--- config.mk ---
export PLATFORM = sky130hd
export DESIGN_NAME = exu_hazard_ctrl
export DESIGN_NICKNAME = d
export VERILOG_FILES = /design/src/rtl/exu_ctrl_pkg.sv /design/src/rtl/exu_scoreboard.sv /design/src/rtl/exu_hazard_ctrl.sv
export SDC_FILE = /design/constraint.sdc
export NUM_CORES = 1
export LEC_CHECK = 0
export ABC_AREA = 1
export BUFFER_PORTS_ARGS = -buffer_cell sky130_fd_sc_hd__buf_4
export CORE_ASPECT_RATIO = 1.5
export CORE_MARGIN = 2
export CORE_UTILIZATION = 55
export CTS_BUF_LIST = sky130_fd_sc_hd__clkbuf_8
export CTS_CLUSTER_DIAMETER = 80
export DETAILED_ROUTE_END_ITERATION = 8
export PLACE_DENSITY = 0.79
export SYNTH_ARGS = -nofsm -noshare
export SYNTH_HDL_FRONTEND = slang
export SYNTH_SLANG_ARGS = --single-unit
--- constraint.sdc ---
create_clock -name clock -period 3.7 [get_ports clock]
set_input_delay 0.74 -clock clock [delete_from_list [all_inputs] [get_ports clock]]
set_output_delay 0.74 -clock clock [all_outputs]
set_load 0.01 [all_outputs]
--- src/rtl/exu_ctrl_pkg.sv ---
// Shared types for the EXU issue/hazard controller: FSM states, register index, counter width.
package exu_ctrl_pkg;

    localparam int unsigned CNT_W_DEF = 2;
    localparam int unsigned REG_IDX_W = 5;

    typedef logic [REG_IDX_W-1:0] reg_idx_t;

    typedef enum logic [1:0] {
        RUN,
        FLUSH,
        DRAIN
    } state_e;

endpackage

--- src/rtl/exu_scoreboard.sv ---
// Per-register pending-writer counters with RAW-busy, single-writer, saturation and empty queries.
module exu_scoreboard
    import exu_ctrl_pkg::*;
#(
    parameter int unsigned NREG  = 32,
    parameter int unsigned CNT_W = CNT_W_DEF
) (
    input  logic                 clock,
    input  logic                 reset,
    input  logic                 inc_en,
    input  logic [REG_IDX_W-1:0] inc_idx,
    input  logic                 dec_en,
    input  logic [REG_IDX_W-1:0] dec_idx,
    input  logic [REG_IDX_W-1:0] rs1_idx,
    input  logic [REG_IDX_W-1:0] rs2_idx,
    input  logic [REG_IDX_W-1:0] rd_idx,
    output logic                 rs1_busy,
    output logic                 rs1_single,
    output logic                 rs2_busy,
    output logic                 rs2_single,
    output logic                 rd_full,
    output logic                 empty
);

    logic [NREG-1:0][CNT_W-1:0] cnt_q, cnt_d;
    logic                       inc_hit, dec_hit;

    // Entry 0 is never touched, so x0 always reads as idle.
    always_comb begin
        cnt_d   = cnt_q;
        inc_hit = 1'b0;
        dec_hit = 1'b0;
        for (int unsigned i = 1; i < NREG; i++) begin
            inc_hit = inc_en && (inc_idx == REG_IDX_W'(i));
            dec_hit = dec_en && (dec_idx == REG_IDX_W'(i)) && (cnt_q[i] != '0);
            if (inc_hit && !dec_hit) begin
                cnt_d[i] = cnt_q[i] + CNT_W'(1);
            end else if (dec_hit && !inc_hit) begin
                cnt_d[i] = cnt_q[i] - CNT_W'(1);
            end
        end
    end

    always_ff @(posedge clock or negedge reset) begin
        if (!reset) begin
            cnt_q <= '0;
        end else begin
            cnt_q <= cnt_d;
        end
    end

    assign rs1_busy   = (cnt_q[rs1_idx] != '0);
    assign rs1_single = (cnt_q[rs1_idx] == CNT_W'(1));
    assign rs2_busy   = (cnt_q[rs2_idx] != '0);
    assign rs2_single = (cnt_q[rs2_idx] == CNT_W'(1));
    assign rd_full    = (cnt_q[rd_idx] == '1);
    assign empty      = (cnt_q == '0);

endmodule

--- src/rtl/exu_hazard_ctrl.sv ---
// ID->EX issue/hazard controller: RAW stalls, branch redirect squash window, fence.i drain.
// Optional EX->ID bypass excusing single-writer ALU hazards is enabled by EXU_FWD_EN.
module exu_hazard_ctrl
    import exu_ctrl_pkg::*;
#(
    parameter int unsigned NREG      = 32,
    parameter int unsigned CNT_W     = CNT_W_DEF,
    parameter int unsigned FLUSH_CYC = 2
) (
    input  logic        clock,
    input  logic        reset,
    input  logic        id_valid,
    input  logic [4:0]  id_rs1,
    input  logic [4:0]  id_rs2,
    input  logic        id_rs1_used,
    input  logic        id_rs2_used,
    input  logic [4:0]  id_rd,
    input  logic        id_R_wen,
    input  logic        id_fetch_i,
    input  logic        ex_ready,
    input  logic        ex_valid,
    input  logic [4:0]  ex_rd,
    input  logic        ex_R_wen,
    input  logic        ex_mem_ren,
    input  logic        wb_valid,
    input  logic [4:0]  wb_rd,
    input  logic        wb_R_wen,
    input  logic        br_redirect,
    input  logic [31:0] br_target,
    output logic        id_ready,
    output logic        EXU_inst_clr,
    output logic        redirect,
    output logic [31:0] redirect_pc,
    output logic        fencei_done,
    output logic        fwd_rs1,
    output logic        fwd_rs2
);

    localparam logic [2:0] FLUSH_LAST = 3'(FLUSH_CYC - 1);

    state_e      state_q, state_d;
    logic [2:0]  flush_cnt_q, flush_cnt_d;
    logic        redirect_q, redirect_d;
    logic [31:0] redirect_pc_q, redirect_pc_d;

    logic rs1_busy, rs1_single, rs2_busy, rs2_single, rd_full, sb_empty;
    logic hazard1, hazard2, sat, fire, inc_en, dec_en;

    exu_scoreboard #(
        .NREG  (NREG),
        .CNT_W (CNT_W)
    ) u_scoreboard (
        .clock      (clock),
        .reset      (reset),
        .inc_en     (inc_en),
        .inc_idx    (id_rd),
        .dec_en     (dec_en),
        .dec_idx    (wb_rd),
        .rs1_idx    (id_rs1),
        .rs2_idx    (id_rs2),
        .rd_idx     (id_rd),
        .rs1_busy   (rs1_busy),
        .rs1_single (rs1_single),
        .rs2_busy   (rs2_busy),
        .rs2_single (rs2_single),
        .rd_full    (rd_full),
        .empty      (sb_empty)
    );

`ifdef EXU_FWD_EN
    // Only a sole pending ALU writer sitting in EX can be bypassed; loads still stall.
    assign fwd_rs1 = id_rs1_used && (id_rs1 != '0) && rs1_single && ex_valid && ex_R_wen
                     && !ex_mem_ren && (ex_rd == id_rs1);
    assign fwd_rs2 = id_rs2_used && (id_rs2 != '0) && rs2_single && ex_valid && ex_R_wen
                     && !ex_mem_ren && (ex_rd == id_rs2);
`else
    logic unused_fwd;
    assign unused_fwd = ^{ex_rd, ex_R_wen, ex_mem_ren, rs1_single, rs2_single};
    assign fwd_rs1    = 1'b0;
    assign fwd_rs2    = 1'b0;
`endif

    assign hazard1      = id_rs1_used && (id_rs1 != '0) && rs1_busy && !fwd_rs1;
    assign hazard2      = id_rs2_used && (id_rs2 != '0) && rs2_busy && !fwd_rs2;
    assign sat          = id_R_wen && (id_rd != '0) && rd_full;
    assign id_ready     = ex_ready && (state_q == RUN) && !br_redirect && !hazard1 && !hazard2 && !sat;
    assign fire         = id_valid && id_ready;
    assign EXU_inst_clr = br_redirect || (state_q == FLUSH);
    assign inc_en       = fire && id_R_wen && (id_rd != '0) && !EXU_inst_clr;
    assign dec_en       = wb_valid && wb_R_wen && (wb_rd != '0);

    always_comb begin
        state_d       = state_q;
        flush_cnt_d   = flush_cnt_q;
        fencei_done   = 1'b0;
        redirect_d    = br_redirect;
        redirect_pc_d = br_redirect ? br_target : redirect_pc_q;
        // A redirect overrides every state, including a pending drain or flush.
        if (br_redirect) begin
            state_d     = FLUSH;
            flush_cnt_d = FLUSH_LAST;
        end else begin
            unique case (state_q)
                RUN: begin
                    if (fire && id_fetch_i) state_d = DRAIN;
                end
                FLUSH: begin
                    if (flush_cnt_q == '0) state_d = RUN;
                    else                   flush_cnt_d = flush_cnt_q - 3'd1;
                end
                DRAIN: begin
                    if (sb_empty && !ex_valid) begin
                        state_d     = RUN;
                        fencei_done = 1'b1;
                    end
                end
                default: state_d = RUN;
            endcase
        end
    end

    always_ff @(posedge clock or negedge reset) begin
        if (!reset) begin
            state_q       <= RUN;
            flush_cnt_q   <= '0;
            redirect_q    <= 1'b0;
            redirect_pc_q <= '0;
        end else begin
            state_q       <= state_d;
            flush_cnt_q   <= flush_cnt_d;
            redirect_q    <= redirect_d;
            redirect_pc_q <= redirect_pc_d;
        end
    end

    assign redirect    = redirect_q;
    assign redirect_pc = redirect_pc_q;

endmodule

; Word level (Yosys, flattened, before mapping)
; Index checks and enable logic that the tools add are counted.
[word_totals]
regBits = 100
input_bits = 71
output_inout_bits = 38
elab_cells = 566
[op_classes]
addsub = 63
n_lt_le_gt_ge = 3
eq_ne = 69
mux = 79
n_reduce_logical = 317
[op_table]
columns = op, count
row1 = $logic_and 1x1->1, 174
row2 = $eq 5x5->1 const B, 32
row3 = $mux 2, 69
row4 = $reduce_bool 2->1, 65
row5 = $eq 5x4->1 const B, 16
row6 = $logic_not 1->1, 68
row7 = $logic_not 64->1, 1
row8 = $add 2x1->2 const B, 31
row9 = $sub 2x1->2 const B, 31
row10 = $eq 5x3->1 const B, 8
row11 = $bmux 2 s5, 3
row12 = $eq 5x2->1 const B, 4
row13 = $reduce_bool 5->1, 4
row14 = $lt 5x6->1 const B, 3
row15 = $eq 5x1->1 const B, 2
row16 = $mux 3, 3
row17 = $ne 3x2->1 const B, 2
row18 = $pmux 2 s3, 1
row19 = $eq 2x2->1 const B, 2
row20 = $logic_not 3->1, 1
row21 = $mux 1, 3
row22 = $ne 3x3->1 const B, 1
row23 = $reduce_and 3->1, 1
row24 = $sub 3x1->3 const B, 1
row25 = 5 further kinds, 5

; Logic depth before layout (Yosys ltp)
[depth]
ltp_word = 17
ltp_mapped = 22
mapped_depth_nobuf = 20

; Cells and area by module
; Synthesis repeated with hierarchy kept, for this count alone.
[hier_totals]
hier_cells = 1023
hier_area_um2 = 7169.4
[modules_own_cells]
columns = mod, n_inst, cells_each, area_each_um2, seq_area_each_um2
row1 = exu_scoreboard, 1, 823, 5509.0, 1551.5
row2 = exu_hazard_ctrl, 1, 200, 1660.3, 950.9

; Least setup slack after synthesis
; OpenSTA, ideal clock, no wires.
[synth_path]
kind = input port to flip-flop
from = input port id_rd[0]
to = register u_scoreboard.cnt_q[55] in the netlist's numbering
setup_ns = 0.131
arrival_ns = 2.804
t_required_ns = 3.569
slack_ns = 0.765
cell_stages = 20
n_path_buf = 3
path_cell_list = buf_6 -> nand2_2 -> buf_4 -> nor2_1 -> a21oi_1 -> nand2_1 -> nand2_1 -> nand2_1 -> nor2_1 -> nor2_1 -> nor2_1 -> nor2_1 -> nor2_4 -> nand4_4 -> buf_6 -> nor2_2 -> ha_1 -> a21oi_1 -> o21ai_0 -> xor2_1
[synth_via]
elab_chain_cells = 14
word_cells_on_any_way = 19
cone_classes = eq/ne: 2 / mux: 3 / reduce/logical: 14
[synth_lines]
columns = item, line
row1 = "start, declared", exu_hazard_ctrl.sv:17  ; input logic [4:0] id_rd,
row2 = $bmux 2 s5, exu_scoreboard.sv:56  ; assign rd_full = (cnt_q[rd_idx] == '1);
row3 = $mux 2 (implied by the code), exu_scoreboard.sv:56
row4 = $eq 2x2->1, exu_scoreboard.sv:56
row5 = $logic_and 1x1->1 (*), exu_hazard_ctrl.sv:85  ; assign sat = id_R_wen && (id_rd != '0) && rd_full;
row6 = $logic_not 1->1 (*), exu_hazard_ctrl.sv:86  ; assign id_ready = ex_ready && (state_q == RUN) && !br_redirect && !hazard1 && !hazard2 && !sat;
row7 = $logic_and 1x1->1 (*), exu_hazard_ctrl.sv:86
row8 = via id_ready, exu_hazard_ctrl.sv:30  ; output logic id_ready,
row9 = $logic_and 1x1->1 (*), exu_hazard_ctrl.sv:87  ; assign fire = id_valid && id_ready;
row10 = $logic_and 1x1->1 (*) (3 in series), exu_hazard_ctrl.sv:89  ; assign inc_en = fire && id_R_wen && (id_rd != '0) && !EXU_inst_clr;
row11 = $logic_and 1x1->1 (*), exu_scoreboard.sv:34  ; inc_hit = inc_en && (inc_idx == REG_IDX_W'(i));
row12 = $logic_not 1->1, exu_scoreboard.sv:38  ; end else if (dec_hit && !inc_hit) begin
row13 = $logic_and 1x1->1, exu_scoreboard.sv:38
row14 = $reduce_bool 2->1 (no source line), --
row15 = "end signal, assigned", exu_scoreboard.sv:48  ; cnt_q <= cnt_d;
row16 = "end, declared", exu_scoreboard.sv:25  ; logic [NREG-1:0][CNT_W-1:0] cnt_q, cnt_d;
; Mark *: on every way through the listed nets, which the timed path passes. The rest lies on a longest branch. The select of a mux whose other input is x is not followed.
; A chain may end at the register's enable or synchronous reset.

; Final worst setup path
[layout_path]
from = input port id_rd[0]
to = output port id_ready
[layout_via]
elab_chain_cells = 6
word_cells_on_any_way = 8
cone_classes = eq/ne: 1 / mux: 2 / reduce/logical: 5
[layout_lines]
columns = item, line
row1 = $bmux 2 s5, exu_scoreboard.sv:56
row2 = $mux 2 (implied by the code), exu_scoreboard.sv:56
row3 = $eq 2x2->1, exu_scoreboard.sv:56
row4 = $logic_and 1x1->1 (*), exu_hazard_ctrl.sv:85
row5 = $logic_not 1->1 (*), exu_hazard_ctrl.sv:86
row6 = $logic_and 1x1->1 (*), exu_hazard_ctrl.sv:86
row7 = "end, declared", exu_hazard_ctrl.sv:30
; Mark *: on every way between the ends. The rest lies on a longest branch, timed or not. The select of a mux whose other input is x is not followed.

==> flow_metrics.tcl <==
set metrics [dict create \
    outcome "complete, no violations" \
    h-tree-depth 3 \
    port_buffers 99 \
    die-area_sq_mm 0.0129 \
    wire_per_inst_um 16.2 \
    cp.arrival_ns 2.52 \
    power.leakage_nw 4.09 \
    maxSlewHeadroom_pct 59.5 \
    rows 49 \
    crit_type "in2out" \
    grt_pass1_vias 6716 \
    drt_pre_antenna_iters 6 \
    cts_resized 0 \
    post-route-period-util_pct 88.2 \
    drc 0 \
    cap_violations 0 \
    avgSynthCellArea_sq_um 7.12 \
    numCtsBuffers 9 \
    grt_overflow_total 0 \
    fin_crit_ns 3.26 \
    io_pins 109 \
    clk_path_buf_depth 2 \
    synth_cell_type_count 28 \
    fmax_mhz 306 \
    start_util_pct 55.9 \
    synth-edff-count 0 \
    clk_latency_ns 0.40 \
    ys_seq_area_share_pct 37.9 \
    drtIter0Drc 460 \
    antenna_found_initial 0 \
    worstRegToRegCells 16 \
    finalMaxSlewViolations 0 \
    antenna_left 0 \
    syn_area_sq_mm 0.00661 \
    dr_total_vias 6624 \
    rsz0062_at_grt "false" \
    setup_tns_ns 0 \
    yosysWarnings 0 \
    finalWirelength_um 20000 \
    critPathLaunchType "primary input" \
    postCtsHoldBufs 0 \
    synthFlopType "dfrtp_1" \
    synth-seq-cells 100 \
    core_area_sq_mm 0.0118 \
    min_path_type "in2async" \
    die_w_um 93.5 \
    cts_tree "done" \
    dp_hpwl_um 15600 \
    final-hold-violation-count 0 \
    setup_viol 0 \
    clk_pin_slew_ns 0.10 \
    post_synth_inst_count 928 \
    fp.dieH_um 138 \
    place_inst 1213 \
    layout_common_cells "nand2_1 (264), buf_4 (151), nor2_1 (138)" \
    stdcell_count 1229 \
    clock-sinks 100 \
    num-nets-final 1175 \
    cts_setup_buffers 0 \
    worstPathRequired_ns 2.96 \
    final_common_cell "nand2_1" \
    grt_pass1_wl_um 32000 \
    clock-skew-final_ns 0.0191 \
    crit_path_end_kind "primary output" \
    tightest_slew_ns 0.608 \
    viasPerCell 5.39 \
    cts_root_buffer "clkbuf_8" \
    place_congestion 1.02 \
    diodes 0 \
    cp_max_fo 16 \
    area_growth_pct 22.0 \
    grt_max_degree 52 \
    drive_gt1_share_pct 17.5 \
    grt_usage_pct 31.8 \
    cellPowerDensity_mw_per_mm2 382 \
    async_flop_share_pct 100 \
    ir_drop_mv 0.272 \
]
-- metal layers --
metal	GRT usage [%]	vias to the layer above	routed length, um
met1	35.3	3016	7560
met3	5.94	103	1140
met2	53.0	279	9610
li1	-	3226	-
met4	23.8	0	1650
met5	0	-	0
-- sequential cells by signal (all words and copies together) (netlist names) --
| signal | count |
|---|---|
| redirect_pc | 32 |
| u_scoreboard.cnt_q | 62 |
| redirect | 1 |
| flush_cnt_q | 3 |
| state_q | 2 |
-- worst max-delay path: stages --
cell and delay (ns):
buf_4 0.19, inv_1 0.06, nand2_1 0.26, nor2_1 0.07, nor2_1 0.23, nand2_1 0.09
nand2_1 0.10, nand2_1 0.06, inv_1 0.05, nand2_1 0.04, nand2_1 0.07, nand2_1 0.05
nand2_1 0.05, nor2_1 0.06, nor2_4 0.17, buf_4 0.14, buf_4 0.11
-- cell usage after synthesis (all sizes together) (2+ instances only) --
cell type    n  area share, %
o22ai        2           0.19
nand3       31            2.3
nand4       37            4.0
o21ai       54            4.1
clkbuf      13           0.74
nor4         6           0.57
nand2      265             15
nor2       151            9.1
xnor2       40            5.3
xor2        22            2.9
a21oi       52            3.9
ha          33            6.2
inv        108            6.1
dfrtp      100             38
buf         10            1.2
-- layout make-up --
cell class,instances,area [sq um]
clock buffer,9,124
clock inverter,7,66.3
fill,1049,3770
inverter,109,409
multi-input combinational,697,3580
sequential,100,2500
tap,153,191
timing repair buffer,154,1190
-- final timing paths --
kind / start / to / slack [ns]
worst max-delay path: id_rd[0] / id_ready / 0.44
max in group asynchronous: reset / u_scoreboard.cnt_q[3]$_DFFE_PN0P_ / 2.56
min in group clock: flush_cnt_q[0]$_DFFE_PN0P_ / flush_cnt_q[0]$_DFFE_PN0P_ / 0.47
worst max register to register: u_scoreboard.cnt_q[40]$_DFFE_PN0P_ / u_scoreboard.cnt_q[3]$_DFFE_PN0P_ / 0.67
worst min-delay path: reset / redirect_pc[20]$_DFFE_PN0P_ / 0.34
worst min register to register: flush_cnt_q[0]$_DFFE_PN0P_ / flush_cnt_q[0]$_DFFE_PN0P_ / 0.47
-- kinds of logic after synthesis --
family          count (synthesis)  share of synthesized area, %
xor+xnor                       62                          8.22
buf+inv                       132                          8.10
simple gates                  491                          31.2
fa+ha+maj                      33                          6.25
other cells                     1                        0.0567
flops                         100                          37.9
compound gates                109                          8.35
-- per-stage QoR --
stage	total power [mW]	hold WS, ns	setup slack [ns]	utilization, %	cell area (sq um)
6_report	3.08	0.337	0.435	68.1	8060
5_1_grt	3.26	0.388	0.227	68.1	8060
4_1_cts	3.08	0.366	0.467	68.1	8060
3_5_place_dp	2.38	0.460	0.267	66.5	7870
3_3_place_gp	2.35	0.452	0.287	66.5	7870
2_1_floorplan	2.00	0.440	0.765	-	6610
-- power breakdown --
part / switching (mW) / internal (mW)
logic: 0.607 / 0.340
clock network: 0.443 / 0.260
registers: 0.142 / 1.28
Note: power is estimated with default switching activity, not from simulation.
